==> src/rtl/lcd_bus_ctrl.sv <==
// rtl/lcd_bus_ctrl.sv - 8080-style write-only LCD bus controller with init ROM and command FIFO
//
// Performs the panel hard reset, streams the init ROM, issues DISP_ON,
// then drains the command FIFO through a WR_LOW/WR_HIGH write engine.
// Ports:
//   clk, resetn            clock, synchronous active-low reset
//   cmd_valid/cmd_ready    command push handshake, payload cmd_rs/cmd_data
//   fifo_count             occupied FIFO entries
//   busy, init_done        status
//   init_addr/init_rdata   init ROM port, 1-cycle latency, rdata = {valid, rs, data}
//   lcd_hw_*               panel strobes, data bus and backlight enable
module lcd_bus_ctrl #(
  parameter int          DATA_W     = 16,
  parameter int          FIFO_DEPTH = 16,
  parameter int          RST_CYCLES = 16777216,
  parameter int          INIT_AW    = 10,
  parameter int          WR_LOW     = 1,
  parameter int          WR_HIGH    = 1,
  parameter logic [15:0] DISP_ON    = 16'h2900
) (
  input  logic                          clk,
  input  logic                          resetn,
  input  logic                          cmd_valid,
  output logic                          cmd_ready,
  input  logic                          cmd_rs,
  input  logic [DATA_W-1:0]             cmd_data,
  output logic [$clog2(FIFO_DEPTH):0]   fifo_count,
  output logic                          busy,
  output logic                          init_done,
  output logic [INIT_AW-1:0]            init_addr,
  input  logic [DATA_W+1:0]             init_rdata,
  output logic                          lcd_hw_rst,
  output logic                          lcd_hw_cs,
  output logic                          lcd_hw_rs,
  output logic                          lcd_hw_wr,
  output logic                          lcd_hw_rd,
  output logic [DATA_W-1:0]             lcd_hw_data,
  output logic                          lcd_hw_bl_ctr
);

  localparam int FAW    = $clog2(FIFO_DEPTH);
  localparam int PERIOD = WR_LOW + WR_HIGH;
  localparam int PW     = (PERIOD > 1) ? $clog2(PERIOD) : 1;
  localparam int CW     = (RST_CYCLES > 1) ? $clog2(RST_CYCLES) : 1;
  localparam logic [FAW:0] FIFO_FULL = (FAW+1)'(FIFO_DEPTH);

  localparam logic [1:0] S_HOLD   = 2'd0;
  localparam logic [1:0] S_INIT   = 2'd1;
  localparam logic [1:0] S_DISPON = 2'd2;
  localparam logic [1:0] S_RUN    = 2'd3;

  logic [1:0]        state;
  logic [CW-1:0]     hold_cnt;
  logic              addr_stable;
  logic              init_end;

  logic [DATA_W:0]   fifo_mem [FIFO_DEPTH];
  logic [FAW-1:0]    wr_ptr;
  logic [FAW-1:0]    rd_ptr;
  logic [FAW:0]      count_next;
  logic              push;
  logic              pop;

  logic              eng_busy;
  logic [PW-1:0]     ph_cnt;
  logic              eng_last;
  logic              eng_free;
  logic              start;
  logic              start_rs;
  logic [DATA_W-1:0] start_data;
  logic              rom_valid;

  assign rom_valid = init_rdata[DATA_W+1];
  assign push      = cmd_valid && cmd_ready;

  // The final phase of a write doubles as the issue slot of the next one,
  // which is what gives gap-free back-to-back words.
  assign eng_last  = eng_busy && (ph_cnt == PW'(PERIOD-1));
  assign eng_free  = !eng_busy || eng_last;

  always_comb begin
    start      = 1'b0;
    start_rs   = 1'b0;
    start_data = '0;
    pop        = 1'b0;
    case (state)
      // addr_stable marks that init_rdata belongs to the current init_addr,
      // so a word is never taken from the previous address.
      S_INIT: if (eng_free && addr_stable && !init_end && rom_valid) begin
        start      = 1'b1;
        start_rs   = init_rdata[DATA_W];
        start_data = init_rdata[DATA_W-1:0];
      end
      S_DISPON: if (!eng_busy) begin
        start      = 1'b1;
        start_data = DISP_ON[DATA_W-1:0];
      end
      S_RUN: if (eng_free && fifo_count != '0) begin
        start                  = 1'b1;
        pop                    = 1'b1;
        {start_rs, start_data} = fifo_mem[rd_ptr];
      end
      default: ;
    endcase
  end

  always_comb begin
    count_next = fifo_count;
    case ({push, pop})
      2'b10:   count_next = fifo_count + 1'b1;
      2'b01:   count_next = fifo_count - 1'b1;
      default: ;
    endcase
  end

  always_ff @(posedge clk) begin
    if (push) fifo_mem[wr_ptr] <= {cmd_rs, cmd_data};
  end

  always_ff @(posedge clk) begin
    if (!resetn) begin
      state       <= S_HOLD;
      hold_cnt    <= '0;
      init_addr   <= '0;
      addr_stable <= 1'b0;
      init_end    <= 1'b0;
      init_done   <= 1'b0;
      eng_busy    <= 1'b0;
      ph_cnt      <= '0;
      lcd_hw_wr   <= 1'b1;
      lcd_hw_rs   <= 1'b0;
      lcd_hw_data <= '0;
      wr_ptr      <= '0;
      rd_ptr      <= '0;
      fifo_count  <= '0;
      cmd_ready   <= 1'b0;
    end else begin
      if (start) begin
        eng_busy    <= 1'b1;
        ph_cnt      <= '0;
        lcd_hw_wr   <= 1'b0;
        lcd_hw_rs   <= start_rs;
        lcd_hw_data <= start_data;
      end else if (eng_busy) begin
        if (eng_last) begin
          eng_busy <= 1'b0;
        end else begin
          ph_cnt <= ph_cnt + 1'b1;
          if (ph_cnt == PW'(WR_LOW-1)) lcd_hw_wr <= 1'b1;
        end
      end

      if (push) wr_ptr <= wr_ptr + 1'b1;
      if (pop)  rd_ptr <= rd_ptr + 1'b1;
      fifo_count <= count_next;
      cmd_ready  <= (count_next != FIFO_FULL);

      case (state)
        S_HOLD: begin
          if (hold_cnt == CW'(RST_CYCLES-1)) begin
            state       <= S_INIT;
            init_addr   <= '0;
            addr_stable <= 1'b0;
            init_end    <= 1'b0;
          end else begin
            hold_cnt <= hold_cnt + 1'b1;
          end
        end
        S_INIT: begin
          addr_stable <= 1'b1;
          if (start) begin
            // The last ROM address ends the sequence instead of wrapping.
            if (init_addr == '1) begin
              init_end <= 1'b1;
            end else begin
              init_addr   <= init_addr + 1'b1;
              addr_stable <= 1'b0;
            end
          end else if (addr_stable && !init_end && !rom_valid) begin
            init_end <= 1'b1;
          end
          if (init_end && !eng_busy) state <= S_DISPON;
        end
        S_DISPON: begin
          if (eng_last) begin
            init_done <= 1'b1;
            state     <= S_RUN;
          end
        end
        default: ;
      endcase
    end
  end

  assign busy          = !(state == S_RUN && fifo_count == '0 && !eng_busy);
  assign lcd_hw_rst    = (state != S_HOLD);
  assign lcd_hw_cs     = 1'b0;
  assign lcd_hw_rd     = 1'b1;
  assign lcd_hw_bl_ctr = 1'b1;

endmodule

==> config.mk <==
export PLATFORM = sky130hd
export DESIGN_NAME = lcd_bus_ctrl
export DESIGN_NICKNAME = d
export VERILOG_FILES = /design/src/rtl/lcd_bus_ctrl.sv
export SDC_FILE = /design/constraint.sdc
export NUM_CORES = 1
export LEC_CHECK = 0
export CELL_PAD_IN_SITES_DETAIL_PLACEMENT = 2
export CELL_PAD_IN_SITES_GLOBAL_PLACEMENT = 2
export CORE_MARGIN = 2
export CORE_UTILIZATION = 48
export CTS_CLUSTER_DIAMETER = 200
export DETAILED_ROUTE_END_ITERATION = 8
export HOLD_SLACK_MARGIN = 0.1
export PLACE_DENSITY = 0.83
export SETUP_SLACK_MARGIN = 0.4
export SLEW_MARGIN = 20
export SYNTH_ARGS = -nofsm -noshare
export SYNTH_HDL_FRONTEND = slang
export SYNTH_SLANG_ARGS = --single-unit
==> constraint.sdc <==
create_clock -name clk -period 5 [get_ports clk]
set_input_delay 1 -clock clk [delete_from_list [all_inputs] [get_ports clk]]
set_output_delay 1 -clock clk [all_outputs]
set_load 0.01 [all_outputs]
==> run summary <==
Ys flop type -> edfxtp_1
TritonCTS clock tree -> built
Worst Slack Setup Final -> 1.61 ns
Most frequent cell after synthesis -> edfxtp_1
EDFF count, synth -> 272
Vias in the first global route -> 9,177
Worst clock skew -> 0.0222 ns
Status -> complete, no violations
WP data arrival -> 3.82 ns
Sw Share -> 0.213
Family with the most delay on the worst path -> simple AND/OR/NAND/NOR gates
H-tree levels -> 2
Crit path launch type -> register
Hpwl dp -> 25,300 um
I/O Pins -> 78
Setup TNS -> 0 ns
Die footprint -> 30,600 um2
Worst Hold Class -> register to register
Nets -> 978
Synth top area cells -> edfxtp_1, mux4_2, dfxtp_1
Core area -> 28,700 um2
Peak VDD IR -> 0.360 mV
Cell taking the most area after synthesis -> edfxtp_1
Pwr Density -> 380 nW/um2
Crit-path cells -> inv_1 > ha_1 > nand4b_1 > nor2_4 > nor3_1 > nor2_2 > o21ai_0 > nor2_1
CP Max Fanout -> 20
Worst rel slew slack -> 0.278
TritonCTS Buffers -> 38
Static Leak -> 5.31 nW
Setup Crit Path Kind -> register to register
Synthesis Warnings -> 0
Total Wirelength -> 42,600 um
Post-synthesis cell type count -> 59
Clk root buf -> clkbuf_16
Syn Area/Cell -> 16.9 um2
Area Overhead vs Synth -> 17.8%
Die width -> 175 um
Drt wl/cell -> 31.8 um
DP Worst Slack -> 0.870 ns
Fin crit share -> 0.677
RePlAce Congestion -> 0.848
Clock power share -> 0.459
Drt drc -> 0
CTS Hold Buffers Added -> 0
Synth top area share -> 0.582
Initial antenna violation count -> 2
Max Cap Viol -> 0
Seq cells post-synth -> 349
Detailed Routing Iterations Pass 1 -> 5
# port buffers -> 74
Synthesized cell area -> 14,000 um2
Post-synth top cells -> edfxtp_1, mux4_2, nor2_1
Sequential-to-total area share from yosys stat -> 0.692
GRT Residual Overflow -> 0
Critical Path Max Stage Delay -> 0.62 ns
Unrepaired setup endpoints after global routing -> false
Slew Limit Fails -> 0
Critical path origin -> state[1]$_SDFFE_PN0P_
Post-CTS resize count -> 0
Final-report setup violation count -> 0
Layout cells sized above 1 -> 0.200
Vias after detailed routing -> 8,255
Largest net degree at the start of global routing -> 66
Die H -> 175 um
Row cnt -> 62
Reg-to-Reg Start -> state[1]$_SDFFE_PN0P_
Mapped Cells -> 830
Int Pwr -> 4.94 mW
# clock sinks -> 349
Starting DRC count in detailed routing -> 709
Sequential share of power -> 0.505
Max clock buf depth -> 3
Hold_sp -> addr_stable$_SDFFE_PN0P_
Via/cell ratio -> 6.17
Final min period -> 3.39 ns
Post-route ant nets -> 0
Postcts setup bufs -> 0
Initial Utilization -> 0.489
Combinational fraction of design power -> 0.037
Maximum clock rate -> 0.295 GHz
NetSw -> 1.33 mW
Pin slew with the least headroom to its limit -> 1.08 ns
Worst-Skew Late Latency -> 0.53 ns
Hold Fails Final Rpt -> 0
Async SR Flop Fraction -> 0
Reg clk slew, reported paths -> 0.06 ns
Cell at the slowest stage of the critical path -> ha_1
Buffer and inverter count on the worst path -> 1
First-pass GRT wire length -> 63,100 um
Critical Path RT -> 5.44 ns
Worst Setup End Kind -> register
Total GRT Usage -> 0.287
final timing paths:
kind,endpoint,slack (ns),cells after the start
min,addr_stable$_SDFFE_PN0P_,0.50,2
max,lcd_hw_data[6]$_SDFFE_PN0P_,1.61,8
max reg2reg,lcd_hw_data[6]$_SDFFE_PN0P_,1.61,8
min reg2reg,addr_stable$_SDFFE_PN0P_,0.50,2
layout by cell type, fill, tap and decap left out, drive strengths merged, types with 14 or more instances in the layout:
| cell | n |
|---|---|
| clkbuf | 47 |
| nand2 | 42 |
| mux4 | 85 |
| nor2 | 81 |
| buf | 21 |
| xnor2 | 19 |
| edfxtp | 272 |
| o21ai | 25 |
| dfxtp | 77 |
| clkdlybuf4s50 | 74 |
| a221oi | 14 |
| a21oi | 20 |
| clkinv | 14 |
| ha | 15 |
| xor2 | 16 |
tightest hold or removal path, stage by stage, from the launching register on:
cell	delay, ns
dfxtp_1	0.33
nand2_1	0.06
a21oi_1	0.06
per-layer routing:
metal	vias to the layer above	GRT usage	wire, um
met5	-	0	16
li1	3455	-	-
met2	320	0.506	22400
met3	102	0.0376	2020
met1	4376	0.352	16300
met4	2	0.138	1930
layout make-up:
cell class / instances / area (um2)
multi-input cells: 429 / 4100
clock buffers: 47 / 1020
inverters: 12 / 47.5
well taps: 384 / 480
clock inverters: 22 / 245
fillers: 2400 / 12200
repair buffers: 95 / 911
flip-flops and latches: 349 / 9710
diodes: 1 / 2.50
power groups by stage:
stage,clock [mW],combinational [mW],sequential [mW]
detailed placement,0,0.223,3.23
global placement,0,0.203,3.22
finish,2.88,0.232,3.16
floorplan,0,0.111,3.22
global route,3.04,0.249,3.17
CTS,2.93,0.231,3.16
logic make-up after synthesis:
family,share of synthesized area
and+or+nand+nor,0.0698
buffers and inverters,0.0177
AOI/OAI and AO/OA,0.0458
other,0.000535
muxes,0.139
xor gates and xnor gates,0.0219
adders and majority gates,0.0134
DFF,0.692
through the flow:
step / power [mW] / hold slack (ns) / cell area, um2 / utilization / std cells
after floorplan: 3.33 / 0.441 / 14000 / - / 831
after detailed placement: 3.45 / 0.482 / 15200 / 0.531 / 1269
after CTS: 6.32 / 0.499 / 16500 / 0.575 / 1338
final: 6.27 / 0.499 / 16500 / 0.576 / 1339
after global routing: 6.45 / 0.531 / 16500 / 0.576 / 1339
after global placement: 3.42 / 0.466 / 15200 / 0.531 / 1269
registers in the layout, summed over array words and instances (netlist names), 2 cells and up, named ones only:
| register | count |
|---|---|
| hold_cnt | 24 |
| wr_ptr | 4 |
| state | 2 |
| fifo_mem | 272 |
| rd_ptr | 4 |
| fifo_count | 5 |
| init_addr | 10 |
| lcd_hw_data | 16 |
No activity file was read; power rests on OpenSTA's default activity.
